$ cat src/rtl/uart_rx_os.sv
// uart_rx_os -- oversampling UART receiver.
//
// The serial line is synchronised, the falling edge of the start bit is
// qualified at its middle, and every following bit is sampled once at its
// middle (OVERSAMPLE ticks apart). A completed word is presented on rx_data
// with frame_err / parity_err.
//
// Handshake: rx_valid high means rx_data and the error flags hold a word
// the consumer has not taken yet; the word is taken on any rising edge of
// uart_clk_rx where rx_valid and rx_ready are both high. A word finishing
// while an untaken word is still held overwrites it and pulses overrun for
// one cycle. A word finishing on the same edge the old word is taken
// replaces it without an overrun.
//
// Optional feature: define UART_RX_PARITY_EN to receive and check a parity
// bit after the data bits (PARITY_ODD selects odd/even). Without it the
// frame has no parity bit and parity_err is held at 0.
//
// Ports:
//   uart_clk_rx   in   oversampling clock (OVERSAMPLE x baud)
//   RST_n         in   synchronous active-low reset
//   uart_rx_data  in   asynchronous serial line, idle high
//   rx_data       out  received word, first received bit in the LSB
//   rx_valid      out  rx_data holds an untaken word
//   rx_ready      in   consumer takes the word when rx_valid is also high
//   frame_err     out  a stop bit of the held word was sampled low
//   parity_err    out  parity of the held word was wrong
//   overrun       out  one-cycle pulse: an untaken word was overwritten
//   busy          out  receiver is anywhere but IDLE
//
// The internal register 'state' holds the FSM state for observation.
module uart_rx_os #(
  parameter int DATA_BITS  = 8,
  parameter int OVERSAMPLE = 16,
  parameter int STOP_BITS  = 1,
  parameter int PARITY_ODD = 0
) (
  input  logic                 uart_clk_rx,
  input  logic                 RST_n,
  input  logic                 uart_rx_data,
  output logic [DATA_BITS-1:0] rx_data,
  output logic                 rx_valid,
  input  logic                 rx_ready,
  output logic                 frame_err,
  output logic                 parity_err,
  output logic                 overrun,
  output logic                 busy
);

  localparam int TW = $clog2(OVERSAMPLE);
  localparam logic [TW-1:0] HALF_M1   = TW'(OVERSAMPLE / 2 - 1);
  localparam logic [TW-1:0] FULL_M1   = TW'(OVERSAMPLE - 1);
  localparam logic [3:0]    DATA_LAST = 4'(DATA_BITS - 1);
  localparam logic [3:0]    STOP_LAST = 4'(STOP_BITS - 1);
  localparam logic          PAR_ODD   = (PARITY_ODD != 0);

`ifdef UART_RX_PARITY_EN
  typedef enum logic [2:0] {IDLE, START, DATA, PARITY, STOP, WAIT_HIGH} state_t;
`else
  typedef enum logic [2:0] {IDLE, START, DATA, STOP, WAIT_HIGH} state_t;
`endif

  state_t               state;
  logic                 sync1;
  logic                 rxs;
  logic [TW-1:0]        tick;
  logic [3:0]           bit_cnt;
  logic [DATA_BITS-1:0] shreg;
  logic                 ferr_pend;
  // Set on the final stop sample; the word is published on the next edge.
  logic                 done;
`ifdef UART_RX_PARITY_EN
  logic                 par_acc;
  logic                 perr_pend;
  logic                 perr_q;
`endif

  always_ff @(posedge uart_clk_rx) begin
    if (!RST_n) begin
      state     <= IDLE;
      sync1     <= 1'b1;
      rxs       <= 1'b1;
      tick      <= '0;
      bit_cnt   <= '0;
      shreg     <= '0;
      ferr_pend <= 1'b0;
      done      <= 1'b0;
      rx_data   <= '0;
      rx_valid  <= 1'b0;
      frame_err <= 1'b0;
      overrun   <= 1'b0;
`ifdef UART_RX_PARITY_EN
      par_acc   <= 1'b0;
      perr_pend <= 1'b0;
      perr_q    <= 1'b0;
`endif
    end else begin
      sync1   <= uart_rx_data;
      rxs     <= sync1;
      overrun <= 1'b0;

      // Taking the word; a word completing this same edge overrides this below.
      if (rx_valid && rx_ready) rx_valid <= 1'b0;

      case (state)
        IDLE: begin
          if (!rxs) begin
            state <= START;
            tick  <= '0;
          end
        end

        START: begin
          if (tick == HALF_M1) begin
            tick <= '0;
            if (!rxs) begin
              state     <= DATA;
              bit_cnt   <= '0;
              ferr_pend <= 1'b0;
`ifdef UART_RX_PARITY_EN
              par_acc   <= 1'b0;
              perr_pend <= 1'b0;
`endif
            end else begin
              // Line went back high before mid start bit: a glitch.
              state <= IDLE;
            end
          end else begin
            tick <= tick + 1'b1;
          end
        end

        DATA: begin
          if (tick == FULL_M1) begin
            tick  <= '0;
            shreg <= {rxs, shreg[DATA_BITS-1:1]};
`ifdef UART_RX_PARITY_EN
            par_acc <= par_acc ^ rxs;
`endif
            if (bit_cnt == DATA_LAST) begin
              bit_cnt <= '0;
`ifdef UART_RX_PARITY_EN
              state   <= PARITY;
`else
              state   <= STOP;
`endif
            end else begin
              bit_cnt <= bit_cnt + 4'd1;
            end
          end else begin
            tick <= tick + 1'b1;
          end
        end

`ifdef UART_RX_PARITY_EN
        PARITY: begin
          if (tick == FULL_M1) begin
            tick      <= '0;
            perr_pend <= ((par_acc ^ rxs) != PAR_ODD);
            state     <= STOP;
          end else begin
            tick <= tick + 1'b1;
          end
        end
`endif

        STOP: begin
          if (done) begin
            done      <= 1'b0;
            rx_data   <= shreg;
            frame_err <= ferr_pend;
`ifdef UART_RX_PARITY_EN
            perr_q    <= perr_pend;
`endif
            rx_valid  <= 1'b1;
            overrun   <= rx_valid && !rx_ready;
            // A low stop bit may be a break; wait for the line to recover.
            state     <= ferr_pend ? WAIT_HIGH : IDLE;
          end else if (tick == FULL_M1) begin
            tick <= '0;
            if (!rxs) ferr_pend <= 1'b1;
            if (bit_cnt == STOP_LAST) begin
              bit_cnt <= '0;
              done    <= 1'b1;
            end else begin
              bit_cnt <= bit_cnt + 4'd1;
            end
          end else begin
            tick <= tick + 1'b1;
          end
        end

        WAIT_HIGH: begin
          if (rxs) state <= IDLE;
        end

        default: state <= IDLE;
      endcase
    end
  end

`ifdef UART_RX_PARITY_EN
  assign parity_err = perr_q;
`else
  // No parity bit in the frame; PARITY_ODD has no effect in this build.
  assign parity_err = PAR_ODD & 1'b0;
`endif

  assign busy = (state != IDLE);

endmodule

$ cat config.mk
export PLATFORM = sky130hd
export DESIGN_NAME = uart_rx_os
export DESIGN_NICKNAME = d
export VERILOG_FILES = /design/src/rtl/uart_rx_os.sv
export SDC_FILE = /design/constraint.sdc
export NUM_CORES = 1
export LEC_CHECK = 0
export ABC_CLOCK_PERIOD_IN_PS = 1600
export BUFFER_PORTS_ARGS = -buffer_cell sky130_fd_sc_hd__clkbuf_2
export CAP_MARGIN = 20
export CORE_UTILIZATION = 44
export CTS_BUF_LIST = sky130_fd_sc_hd__clkbuf_16
export CTS_CLUSTER_DIAMETER = 30
export DETAILED_ROUTE_END_ITERATION = 6
export PLACE_DENSITY = 0.69
export SYNTH_ARGS = -nofsm -noshare
export SYNTH_HDL_FRONTEND = slang
export SYNTH_SLANG_ARGS = --single-unit
$ cat constraint.sdc
create_clock -name uart_clk_rx -period 1.6 [get_ports uart_clk_rx]
set_clock_uncertainty 0.2 [all_clocks]
set_input_delay 0.08 -clock uart_clk_rx [delete_from_list [all_inputs] [get_ports uart_clk_rx]]
set_output_delay 0.08 -clock uart_clk_rx [all_outputs]
set_load 0.005 [all_outputs]
; ---- Word level (Yosys, flattened, before mapping)
; Index checks and enable logic that the tools add are counted.
[op_classes]
n_addsub = 2
n_eq_ne = 17
muxes = 33
reduce_logical = 16
[ops]
columns = cell, n
row1 = $mux W4, 10
row2 = $mux W3, 7
row3 = $ne A2 B2 Y1 const B, 10
row4 = $reduce_and A6 Y1, 3
row5 = $pmux W4 S4, 1
row6 = $pmux W3 S5, 1
row7 = $pmux W4 S3, 1
row8 = $mux W1, 11
row9 = $add A4 B1 Y4 const B, 2
row10 = $eq A4 B3 Y1 const B, 2
row11 = $eq A3 B2 Y1 const B, 2
row12 = $reduce_and A3 Y1, 2
row13 = $reduce_bool A3 Y1, 2
row14 = $eq A4 B4 Y1 const B, 1
row15 = $logic_not A4 Y1, 1
row16 = $reduce_and A2 Y1, 2
row17 = $reduce_bool A4 Y1, 1
row18 = $eq A3 B1 Y1 const B, 1
row19 = $eq A3 B3 Y1 const B, 1
row20 = $logic_not A3 Y1, 1
row21 = $logic_and A1 B1 Y1, 2
row22 = $mux W2, 1
row23 = $pmux W1 S2, 1
row24 = $reduce_bool A2 Y1, 1
row25 = $logic_not A1 Y1, 1
[totals]
regBits = 34
wordCells = 80

; ---- Longest topological paths before layout
[depth]
ltp_word = 5
depth_mapped = 6

; ---- Least setup slack after synthesis
; OpenSTA, ideal clock, no wires.
[synth_path]
path_type = register to register
from = reg tick[0]
to = reg bit_cnt[2]
arrival_ns = 1.403
required_ns = 1.278
setup_slack_ns = -0.125
path_stages_with_launch = 7
path_buffers = 1
period_less_slack_ns = 1.725
cell_sequence = dfxtp_1 -> ha_1 -> and2_1 -> buf_2 -> nand4_2 -> and4_1 -> a311o_1
[synth_via]
elab_chain_cells = 3
[synth_rtl]
columns = element, line_no
row1 = start: declaration, 66  ; logic [TW-1:0] tick;
row2 = start signal: assignment, 129  ; tick <= tick + 1'b1;
row3 = start signal: assignment, 151  ; tick <= tick + 1'b1;
row4 = start signal: assignment, 189  ; tick <= tick + 1'b1;
row5 = $eq A4 B4 Y1 / $eq A4 B3 Y1 (equally long branches), "134, 179, 114"
row6 = $ne A2 B2 Y1 (no line), --
row7 = $reduce_and A6 Y1 (no line) *, --
row8 = end signal: assignment, 148  ; bit_cnt <= bit_cnt + 4'd1;
row9 = end signal: assignment, 186  ; bit_cnt <= bit_cnt + 4'd1;
row10 = end: declaration, 67  ; logic [3:0] bit_cnt;
; Mark *: on every way between the ends. The rest lies on a longest branch, timed or not.
; A chain may end at the register's enable or synchronous reset.

; ---- Worst setup path in the final report
[layout_path]
from = reg tick[1]
to = reg bit_cnt[0]
; The elaborated chain is that of the path after synthesis.

==> summary.md <==
| Metric | Value |
|---|---|
| Failing checks | negative setup slack |
| Peak Freq | 611.4 MHz |
| WS Path Type | flop to flop |
| Pwr per Cell Area | 912.5 nW/um2 |
| Syn Nets | 185 |
| Fin crit share | 102.2% |
| Multi-input gate area | 919.6 um2 |
| Minimum clock period | 1636 ps |
| Remaining Overflow, GRT | 0 |
| Clk buf depth | 2 |
| Antenna Cells | 0 |
| Synth Register Bits | 34 |
| Async set-or-reset flop fraction in the synthesized netlist | 0% |
| CP endpoint kind | flop |
| Clk network pwr share | a little over half |
| Synth cell types | 53 |
| All-Layer GR Usage | 22.36% |
| Internal power | 1.628 mW |
| Post-Place Setup Slack | -135.2 ps |
| Detailed placement HPWL | 2788 um |
| Post-synth top area share | between 40 and 50% |
| Number of global-route vias before repair | 1,533 |
| H-tree Lvls | 2 |
| Unrepaired setup endpoints after global routing | yes |
| Clock transition at the registers of the reported paths | around 60 ps |
| Final Instance Area | roughly 2300 um2 |
| First-pass GRT wire length | roughly 7000 um |
| Port bufs | 15 |
| Most used DFF post-synth | dfxtp_1 |
| Die Y | 62.47 um |
| Ports | 17 |
| CP Max Fanout | 5 |
| Setup Viol. Count Final | 12 |
| Post-Route WL | 4169 um |
| CTS sink count | 34 |
| Core Box Area | 3416 um2 |
| Fin. max-slew vios | 0 |
| CTS buffer count | 5 |
| Largest net degree at the start of global routing | 22 |
| Placed cell count | 257 |
| Static leakage | about 0.88 nW |
| 1st-iter DRT viols | between 70 and 80 |
| Starting Density | 47.11% |
| Die area | 3903 um2 |
| Highest-count cells in the layout ignoring fill and taps | nand2_1 (27), dfxtp_1 (27), buf_4 (27), clkbuf_2 (15), a21oi_1 (13) |
| Core Util, Final | 66.08% |
| Crit-path slowest cell | a2111o_1 |
| Avg Cell Area, Syn | 9.040 um2 |
| Seq pwr share | between 40% and 50% |
| Yosys top cell by area | dfxtp_1 |
| DRT antenna net count | 0 |
| Wire length per cell | around 15 um |
| Die X | 62.47 um |
| Max-Cap Viols | 0 |
| Via/cell ratio | 5.429 |
| Clock Latency Late Sink | 280 ps |
| Critical Path AT | 1650 ps |
| Worst Hold Depth | 1 |
| Mapped Area | about 1600 um2 |
| EDFF count, synth | 0 |
| Antenna violations before repair | 0 |
| Fin cells | 273 |
| Final worst slack | -35.71 ps |
| Routed vias | between 1,000 and 1,500 |
| Clk root buf | clkbuf_16 |
| Maximum vdd ir drop | 608.0 uV |
| Synthesis Warnings | 0 |
| Gpl congestion | 0.8366 |
| Critical Path RT | 1610 ps |
| Seq. cell area | 699.4 um2 |
| Nets | approximately 230 |
| Gate power share | 4.7% |
| Crit-path cells | ha_4 -> and2_4 -> nand4_4 -> a2111o_1 -> a21oi_2 |
| Number of remaining DRC errors | 0 |
| Slowest stage delay, CP | roughly 430 ps |
| Hold Worst Slack | 208.7 ps |
| Area grow syn2layout | 40.28% |
| Fillers | 277 |
| Worst Reg-to-Reg Cells | 5 |
| Register area share after synthesis | a little over two fifths |
| Layout cells sized above 1 | 37.00% |
| DRT Pass-1 Iters | 4 |
| Top post-synthesis cells by area | dfxtp_1 (42%), nand2_1 (6.8%), mux2i_1 (5.6%) |
| Placed inst area | 1921 um2 |
| FP Rows | 21 |
| Status | finished, violations left |
| Sw Share | 20.94% |
| Mapped Cells | ~180 |
| TritonCTS clock tree | built |
| Crit path launch type | flop |
| Switching pwr | 0.4313 mW |
| Worst hold path type | flop to flop |
| Final Hold Viols | 0 |
cells in the mapped netlist (2+ instances only):
cell type / number
and4_1: 2
buf_4: 2
dfxtp_1: 34
clkbuf_1: 3
or3_1: 2
nor2b_1: 2
nand3b_1: 4
buf_6: 2
ha_1: 3
a31oi_1: 2
o31ai_1: 2
nor2_2: 2
nand3_1: 6
buf_2: 4
a21oi_1: 14
mux2i_1: 9
nor4_1: 2
nor3_1: 2
nor2_1: 12
nand2b_1: 4
inv_1: 5
nand2_1: 29
layer usage:
metal / track usage (%) / wire length [um] / vias up
li1: - / - / 733
met1: 24.63 / 1712 / 708
met2: 40.76 / 2187 / 34
met3: 4.745 / 179 / 7
met4: 9.884 / 89 / 0
met5: 0 / 0 / -
through the flow:
| stage | setup TNS (ps) | power, mW |
|---|---|---|
| 2_1_floorplan | 0 | 0.9165 |
| 3_3_place_gp | -624.4 | 0.9446 |
| 3_5_place_dp | -1410 | 0.9471 |
| 4_1_cts | -156.2 | 2.067 |
| 5_1_grt | -1263 | 2.114 |
| 6_report | -184.1 | 2.060 |
logic make-up after synthesis:
logic type | after synthesis | share of synthesized area [%]
adders and majority gates | 3 | 2.333
xor gates and xnor gates | 1 | 0.5444
AOI/OAI and AO/OA | 33 | 15.63
DFF | 34 | 42.30
buffers and inverters | 17 | 5.676
muxes | 9 | 5.599
other | 1 | 0.2331
and+or+nand+nor | 80 | 27.68
critical path: cells and delay by family (launching register included):
kind	cells	cell delay [ps]
AO/OA/AOI/OAI	2	540
flip-flops	1	350
adder cells (fa/ha/maj)	1	160
AND/OR/NAND/NOR	2	320
path summary, 6_finish.rpt:
| path | from | end | slack, ps |
|---|---|---|---|
| min reg2reg | sync1 | rxs | 210 |
| max reg2reg | tick[1] | bit_cnt[0] | -40 |
| min | sync1 | rxs | 210 |
| max | tick[1] | bit_cnt[0] | -40 |
sequential cells by signal, summed over array words and instances (netlist names), 3 cells and up:
signal / count
state: 3
shreg: 8
rx_data: 8
bit_cnt: 4
tick: 4
area by class of cell:
class,instances,share of cell area [%]
multi-input combinational,127,40.74
sequential,34,30.99
timing repair buffer,52,17.24
clock buffer,5,5.543
tap,46,2.550
clock inverter,3,1.940
inverter,6,0.9978
power groups by stage:
stage / clock (mW) / combinational (mW) / sequential (mW)
2_1_floorplan: 0 / 0.0441 / 0.872
3_3_place_gp: 0 / 0.0728 / 0.872
3_5_place_dp: 0 / 0.0752 / 0.872
4_1_cts: 1.13 / 0.0882 / 0.851
5_1_grt: 1.16 / 0.105 / 0.850
6_report: 1.11 / 0.0978 / 0.850
repair_timing:
| item | CTS | global route |
|---|---|---|
| pin swaps | 5 | 10 |
| hold endpoints to repair | 10 | 0 |
| resized for setup | 10 | 17 |
| gates cloned | 0 | 0 |
| setup buffers | 2 | 2 |
| hold buffers | 4 | 0 |
| setup endpoints to repair | 31 | 29 |
No activity file was read; power rests on OpenSTA's default activity.
